--- config.mk ---
export PLATFORM = sky130hd
export DESIGN_NAME = card_digit_decoder
export DESIGN_NICKNAME = d
export VERILOG_FILES = /design/src/rtl/card_digit_decoder.sv
export SDC_FILE = /design/constraint.sdc
export NUM_CORES = 1
export LEC_CHECK = 0
export CORE_UTILIZATION = 45
export CTS_BUF_LIST = sky130_fd_sc_hd__clkbuf_8
export CTS_CLUSTER_DIAMETER = 80
export DETAILED_ROUTE_END_ITERATION = 7
export PLACE_DENSITY = 0.79
export SLEW_MARGIN = 25
export SYNTH_ARGS = -nofsm -noshare
export SYNTH_HDL_FRONTEND = slang
export SYNTH_SLANG_ARGS = --single-unit
export TNS_END_PERCENT = 100
--- constraint.sdc ---
create_clock -name clk -period 2.8 [get_ports clk]
set_input_delay 0.28 -clock clk [delete_from_list [all_inputs] [get_ports clk]]
set_output_delay 0.28 -clock clk [all_outputs]
set_load 0.01 [all_outputs]
--- src/rtl/card_digit_decoder.sv ---
// card_digit_decoder
// Reassembles groups of four 5-bit display digit codes (rank1, rank2, suit1,
// suit2) into a card index 0-51 (suit*13 + rank). Illegal groups still
// complete the handshake and are reported with card_err=1 / card_out=63.
// A partial group idle for TIMEOUT cycles is dropped with a one-cycle abort.
module card_digit_decoder #(
  parameter int TIMEOUT = 1000
) (
  input  logic       clk,
  input  logic       rst,
  input  logic [4:0] dig_in,
  input  logic       dig_valid,
  output logic       dig_ready,
  output logic [5:0] card_out,
  output logic       card_err,
  output logic       card_valid,
  input  logic       card_ready,
  output logic       abort
);

  // State encoding: S_D1..S_D4 wait for digit n of the group, S_OUT holds a result.
  localparam logic [2:0] S_D1  = 3'd0;
  localparam logic [2:0] S_D2  = 3'd1;
  localparam logic [2:0] S_D3  = 3'd2;
  localparam logic [2:0] S_D4  = 3'd3;
  localparam logic [2:0] S_OUT = 3'd4;

  // Idle counter wide enough to hold TIMEOUT; fires when it would reach TIMEOUT.
  localparam int         CW      = (TIMEOUT < 2) ? 1 : $clog2(TIMEOUT + 1);
  localparam logic [CW-1:0] TO_LAST = (TIMEOUT == 0) ? '0 : CW'(TIMEOUT - 1);
  localparam bit         TO_EN   = (TIMEOUT != 0);

  logic [2:0]    state_q, state_d;
  logic [CW-1:0] idle_cnt_q, idle_cnt_d;
  logic [4:0]    dig_q [3];
  logic [5:0]    card_out_q;
  logic          card_err_q;
  logic          abort_q;

  logic          accept;
  logic          in_group;
  logic          timeout_hit;

  logic [3:0]    rank;
  logic          rank_ok;
  logic [1:0]    suit;
  logic          suit_ok;
  logic [5:0]    dec_card;
  logic          dec_err;

  assign accept      = dig_valid && dig_ready;
  assign in_group    = (state_q == S_D2) || (state_q == S_D3) || (state_q == S_D4);
  // An acceptance in the same cycle wins over the timeout.
  assign timeout_hit = TO_EN && in_group && !accept && (idle_cnt_q == TO_LAST);

  // State register.
  always_ff @(posedge clk) begin
    if (rst) begin
      state_q <= S_D1;
    end else begin
      state_q <= state_d;
    end
  end

  // Next-state: advance one digit per acceptance, fall back to S_D1 on timeout
  // or once the consumer has taken the result.
  always_comb begin
    state_d = state_q;
    case (state_q)
      S_D1: begin
        if (accept) state_d = S_D2;
      end
      S_D2: begin
        if (accept)           state_d = S_D3;
        else if (timeout_hit) state_d = S_D1;
      end
      S_D3: begin
        if (accept)           state_d = S_D4;
        else if (timeout_hit) state_d = S_D1;
      end
      S_D4: begin
        if (accept)           state_d = S_OUT;
        else if (timeout_hit) state_d = S_D1;
      end
      S_OUT: begin
        if (card_ready) state_d = S_D1;
      end
      default: state_d = S_D1;
    endcase
  end

  // Outputs driven from state and the result/abort registers.
  always_comb begin
    dig_ready  = (state_q != S_OUT);
    card_valid = (state_q == S_OUT);
    card_out   = card_out_q;
    card_err   = card_err_q;
    abort      = abort_q;
  end

  // Idle counter next value: counts only while a partial group is pending.
  always_comb begin
    idle_cnt_d = '0;
    if (TO_EN && in_group && !accept && !timeout_hit) begin
      idle_cnt_d = idle_cnt_q + 1'b1;
    end
  end

  // Idle counter register.
  always_ff @(posedge clk) begin
    if (rst) begin
      idle_cnt_q <= '0;
    end else begin
      idle_cnt_q <= idle_cnt_d;
    end
  end

  // Digit slots 0..2 capture digits 1..3; digit 4 is decoded straight from dig_in.
  for (genvar gi = 0; gi < 3; gi++) begin : g_dig
    localparam logic [2:0] SLOT_STATE = 3'(gi);
    // Capture the digit that arrives while waiting for this slot.
    always_ff @(posedge clk) begin
      if (rst) begin
        dig_q[gi] <= '0;
      end else if (accept && (state_q == SLOT_STATE)) begin
        dig_q[gi] <= dig_in;
      end
    end
  end

  // Rank pair decode (first two digits).
  always_comb begin
    rank    = 4'd0;
    rank_ok = 1'b0;
    if (dig_q[1] == 5'd24) begin
      if (dig_q[0] == 5'd13) begin
        rank    = 4'd0;
        rank_ok = 1'b1;
      end else if ((dig_q[0] >= 5'd2) && (dig_q[0] <= 5'd9)) begin
        rank    = 4'(dig_q[0] - 5'd1);
        rank_ok = 1'b1;
      end else if (dig_q[0] == 5'd10) begin
        rank    = 4'd10;
        rank_ok = 1'b1;
      end
    end else if ((dig_q[0] == 5'd1) && (dig_q[1] == 5'd0)) begin
      rank    = 4'd9;
      rank_ok = 1'b1;
    end else if ((dig_q[0] == 5'd0) && (dig_q[1] == 5'd22)) begin
      rank    = 4'd11;
      rank_ok = 1'b1;
    end else if ((dig_q[0] == 5'd12) && (dig_q[1] == 5'd23)) begin
      rank    = 4'd12;
      rank_ok = 1'b1;
    end
  end

  // Suit pair decode (stored third digit plus the live fourth digit).
  always_comb begin
    suit    = 2'd0;
    suit_ok = 1'b0;
    case ({dig_q[2], dig_in})
      {5'd0,  5'd15}: begin suit = 2'd0; suit_ok = 1'b1; end
      {5'd16, 5'd17}: begin suit = 2'd1; suit_ok = 1'b1; end
      {5'd18, 5'd1 }: begin suit = 2'd2; suit_ok = 1'b1; end
      {5'd20, 5'd21}: begin suit = 2'd3; suit_ok = 1'b1; end
      default:        begin suit = 2'd0; suit_ok = 1'b0; end
    endcase
  end

  // Card index: suit*13 + rank fits in 6 bits (max 51); illegal groups map to 63.
  always_comb begin
    dec_err  = !(rank_ok && suit_ok);
    dec_card = 6'd63;
    if (!dec_err) begin
      dec_card = 6'(({4'd0, suit} * 6'd13) + {2'd0, rank});
    end
  end

  // Result registers: loaded on the fourth acceptance, held through S_OUT.
  always_ff @(posedge clk) begin
    if (rst) begin
      card_out_q <= '0;
      card_err_q <= 1'b0;
    end else if (accept && (state_q == S_D4)) begin
      card_out_q <= dec_card;
      card_err_q <= dec_err;
    end
  end

  // Abort pulse: high for exactly the cycle after a timeout drops a group.
  always_ff @(posedge clk) begin
    if (rst) begin
      abort_q <= 1'b0;
    end else begin
      abort_q <= timeout_hit;
    end
  end

endmodule

==> run metrics <==
Area Growth Syn to Fin=33.4%; ys flop type=dfxtp_1; failing checks=setup timing; Util after Layout=0.644; Synth area leader=edfxtp_1; Crit path top cell by count=ha_4; mapped cell area=1990 um2; die height=68.5 um; reg2reg path depth=12; post-synth net total=228; number of cells on the worst hold path=1; YS warnings=0; Congestion Overflow GR=0; RSZ-0062 raised after global routing=true; Area contributors post-synth=edfxtp_1 (23%), dfxtp_1 (21%), ha_1 (6.9%); setup TNS=-0.0308 ns; die footprint=roughly 4700 um2; CP bufs+invs=2; Top-Level Pins=19; wire per inst=roughly 14 um; # Max-Cap Violations=0; CP delay by family, top=adder cells; Hold Crit Start=idle_cnt_q[0]; CTS H-tree depth=2; core area=4120 um2; HPWL after DPL=just under 3000 um; largest net degree at the start of global routing=15; Root Buffer=clkbuf_8; GRT Util Overall=0.212; Worst Skew=0.00597 ns; Chip Width=68.5 um; Bufs on Longest Clock Path=2; R2R Path Start=dig_q[0][0]; critical path cell sequence=buf_6 > ha_4 > buf_4 > nor4b_2 > o211ai_1 > and3_4 > a31oi_2 > fa_1 > ha_4 > a21oi_4 > xor2_1 > a211oi_1; CTS Hold Bufs=0; R2R Setup Slk=-0.03 ns; Routed Antenna Nets=0; Setup crit end kind=flop; Seq/Total Area, Yosys=0.438; Cells after Synth=roughly 200; part of the cycle the worst path needs=1.01; Max Fclk=354 MHz; number of antenna violations at the first check in global routing=0; Starting Density=0.483; Final setup viols=2; post-layout worst setup margin=-0.0271 ns; via density per instance=5.36; vias in the first global route=1534; actual slew at the worst max-slew pin=0.695 ns; crit-path max FO=3; number of synthesized flops with an enable pin=15; Post-Route WL=approximately 4200 um; P_leak=~1 nW; Hold Crit Class=reg2reg; final hold vios=0; ys async rst share=0; PortBufs=18; Worst R2R End=card_out[4]; Worst slew margin=0.533; WP data required=~3 ns; standard-cell rows=23; mean cell area of the mapped netlist=just under 10 um2; RD Place Congestion=0.914; post-synth cell types=41; clk_lat worst skew=just under 0.3 ns; first-pass GRT wire length=7070 um; residual DRC count=0; CP startpoint kind=flop; Final #Nets=274; CTS tree=done; share of cells above drive strength 1=0.253; Hold Slack=roughly 0.45 ns; fillcell total=338; critical path's slowest cell=fa_1; clock buffer count from CTS=5; worst setup path category=reg2reg; minimum clock period after layout=2.83 ns; Antenna Cells=0; via count=~1.6k; CP max stage delay=0.49 ns; Yosys top cell area share=0.227; Yosys reg bits=36; max-slew violations=0; status=finished, violations left; Max VDD drop=approximately 380 uV; clock transition at the registers of the reported paths=0.07 ns; 1st-pass router iterations=4; clock sink count=36; drt initial violations=60; pwr dens=approximately 420 nW/um2; Worst EP arrival=3.03 ns; end of the worst hold path=idle_cnt_q[0]
==> cell families (layout without fill, tap and decap cells) <==
group | Yosys count | after routing | share of synthesized area
and+or+nand+nor | 94 | 94 | 0.259
DFF | 36 | 36 | 0.438
AOI/OAI and AO/OA | 32 | 32 | 0.124
buffers and inverters | 19 | 66 | 0.0365
adders and majority gates | 13 | 13 | 0.0894
xor gates and xnor gates | 12 | 12 | 0.0529
==> stage by stage <==
| step | total power [mW] | area (um2) | setup slack, ns | instances |
|---|---|---|---|---|
| 2_1_floorplan | 0.671 | 1990 | 0.00738 | 206 |
| 3_3_place_gp | 0.734 | 2380 | -0.129 | 291 |
| 3_5_place_dp | 0.738 | 2380 | -0.172 | 291 |
| 4_1_cts | 1.12 | 2590 | -0.0443 | 303 |
| 5_1_grt | 1.17 | 2650 | -0.138 | 303 |
| 6_report | 1.12 | 2650 | -0.0271 | 303 |
==> flip-flops by register name (all words and copies together), names as in the netlist <==
signal / count
state_q: 3
card_err: 1
abort: 1
dig_q: 15
card_out: 6
idle_cnt_q: 10
==> synth_stat cells, types with 3 or more instances <==
library cell,number
a21oi_1,5
edfxtp_1,15
nor3_1,6
and2_1,17
a211oi_1,7
o21ai_0,4
nor2_1,31
nand4_1,6
dfxtp_1,21
ha_1,11
clkbuf_1,5
nand3_1,3
nand2b_1,3
and3_1,3
nor2b_1,4
xnor2_1,5
nand2_1,6
a21o_1,3
xor2_1,7
a31o_2,3
nor4b_1,4
inv_1,13
==> where the power goes <==
| group | internal, mW | total [mW] | switching (mW) |
|---|---|---|---|
| Combinational | 0.0926 | 0.172 | 0.0795 |
| Clock | 0.170 | 0.360 | 0.190 |
| Sequential | 0.566 | 0.588 | 0.0214 |
==> cells in the final DEF, fill, tap and decap left out, drive strengths merged, types with 3 or more instances in the layout <==
cell type	synthesis	final
nand4	6	6
a21o	3	3
xor2	7	7
inv	13	15
dfxtp	21	21
buf	1	27
nand2	6	6
clkbuf	5	5
nor3	6	6
nand2b	3	3
nand3	3	3
nor2b	4	4
and3	3	3
and2	17	17
a211oi	8	8
edfxtp	15	15
ha	11	11
nor2	32	32
o21ai	5	5
xnor2	5	5
a21oi	5	5
nor4b	4	4
a31o	3	3
clkdlybuf4s50	0	18
==> per-layer routing <==
metal / wire length, um / vias to the layer above / global-route usage
met5: 0 / - / 0
met4: 81 / 0 / 0.0938
met3: 136 / 8 / 0.0533
met2: 2120 / 33 / 0.350
met1: 1830 / 759 / 0.257
li1: - / 823 / -
==> what timing repair did <==
| action | in CTS | in global routing |
|---|---|---|
| buffers inserted | 4 | 0 |
| pin swaps | 12 | 8 |
| gates resized for setup | 19 | 17 |
| setup endpoints to repair | 4 | 4 |
==> how the worst max path moves through the flow <==
| stage | endpoint | startpoint | slack, ns | cells past startpoint |
|---|---|---|---|---|
| after detailed placement | card_out[5] | dig_q[0][0] | -0.17 | 15 |
| after floorplan | card_out[5] | dig_q[0][1] | 0.007 | 15 |
| final | card_out[4] | dig_q[0][0] | -0.03 | 12 |
| after CTS | card_out[5] | dig_q[0][1] | -0.04 | 15 |
| after global placement | card_out[5] | dig_q[0][0] | -0.13 | 15 |
| after global routing | card_out[5] | dig_q[0][0] | -0.14 | 12 |
==> final cells by class <==
class | count | area, um2 | area share
clock buffer | 5 | 68.8 | 0.0260
clock inverter | 3 | 16.3 | 0.00613
inverter | 13 | 48.8 | 0.0184
multi-input combinational | 151 | 1190 | 0.449
sequential | 36 | 871 | 0.328
tap | 50 | 62.6 | 0.0236
timing repair buffer | 45 | 394 | 0.149
Power figures use the tool's default switching activity.
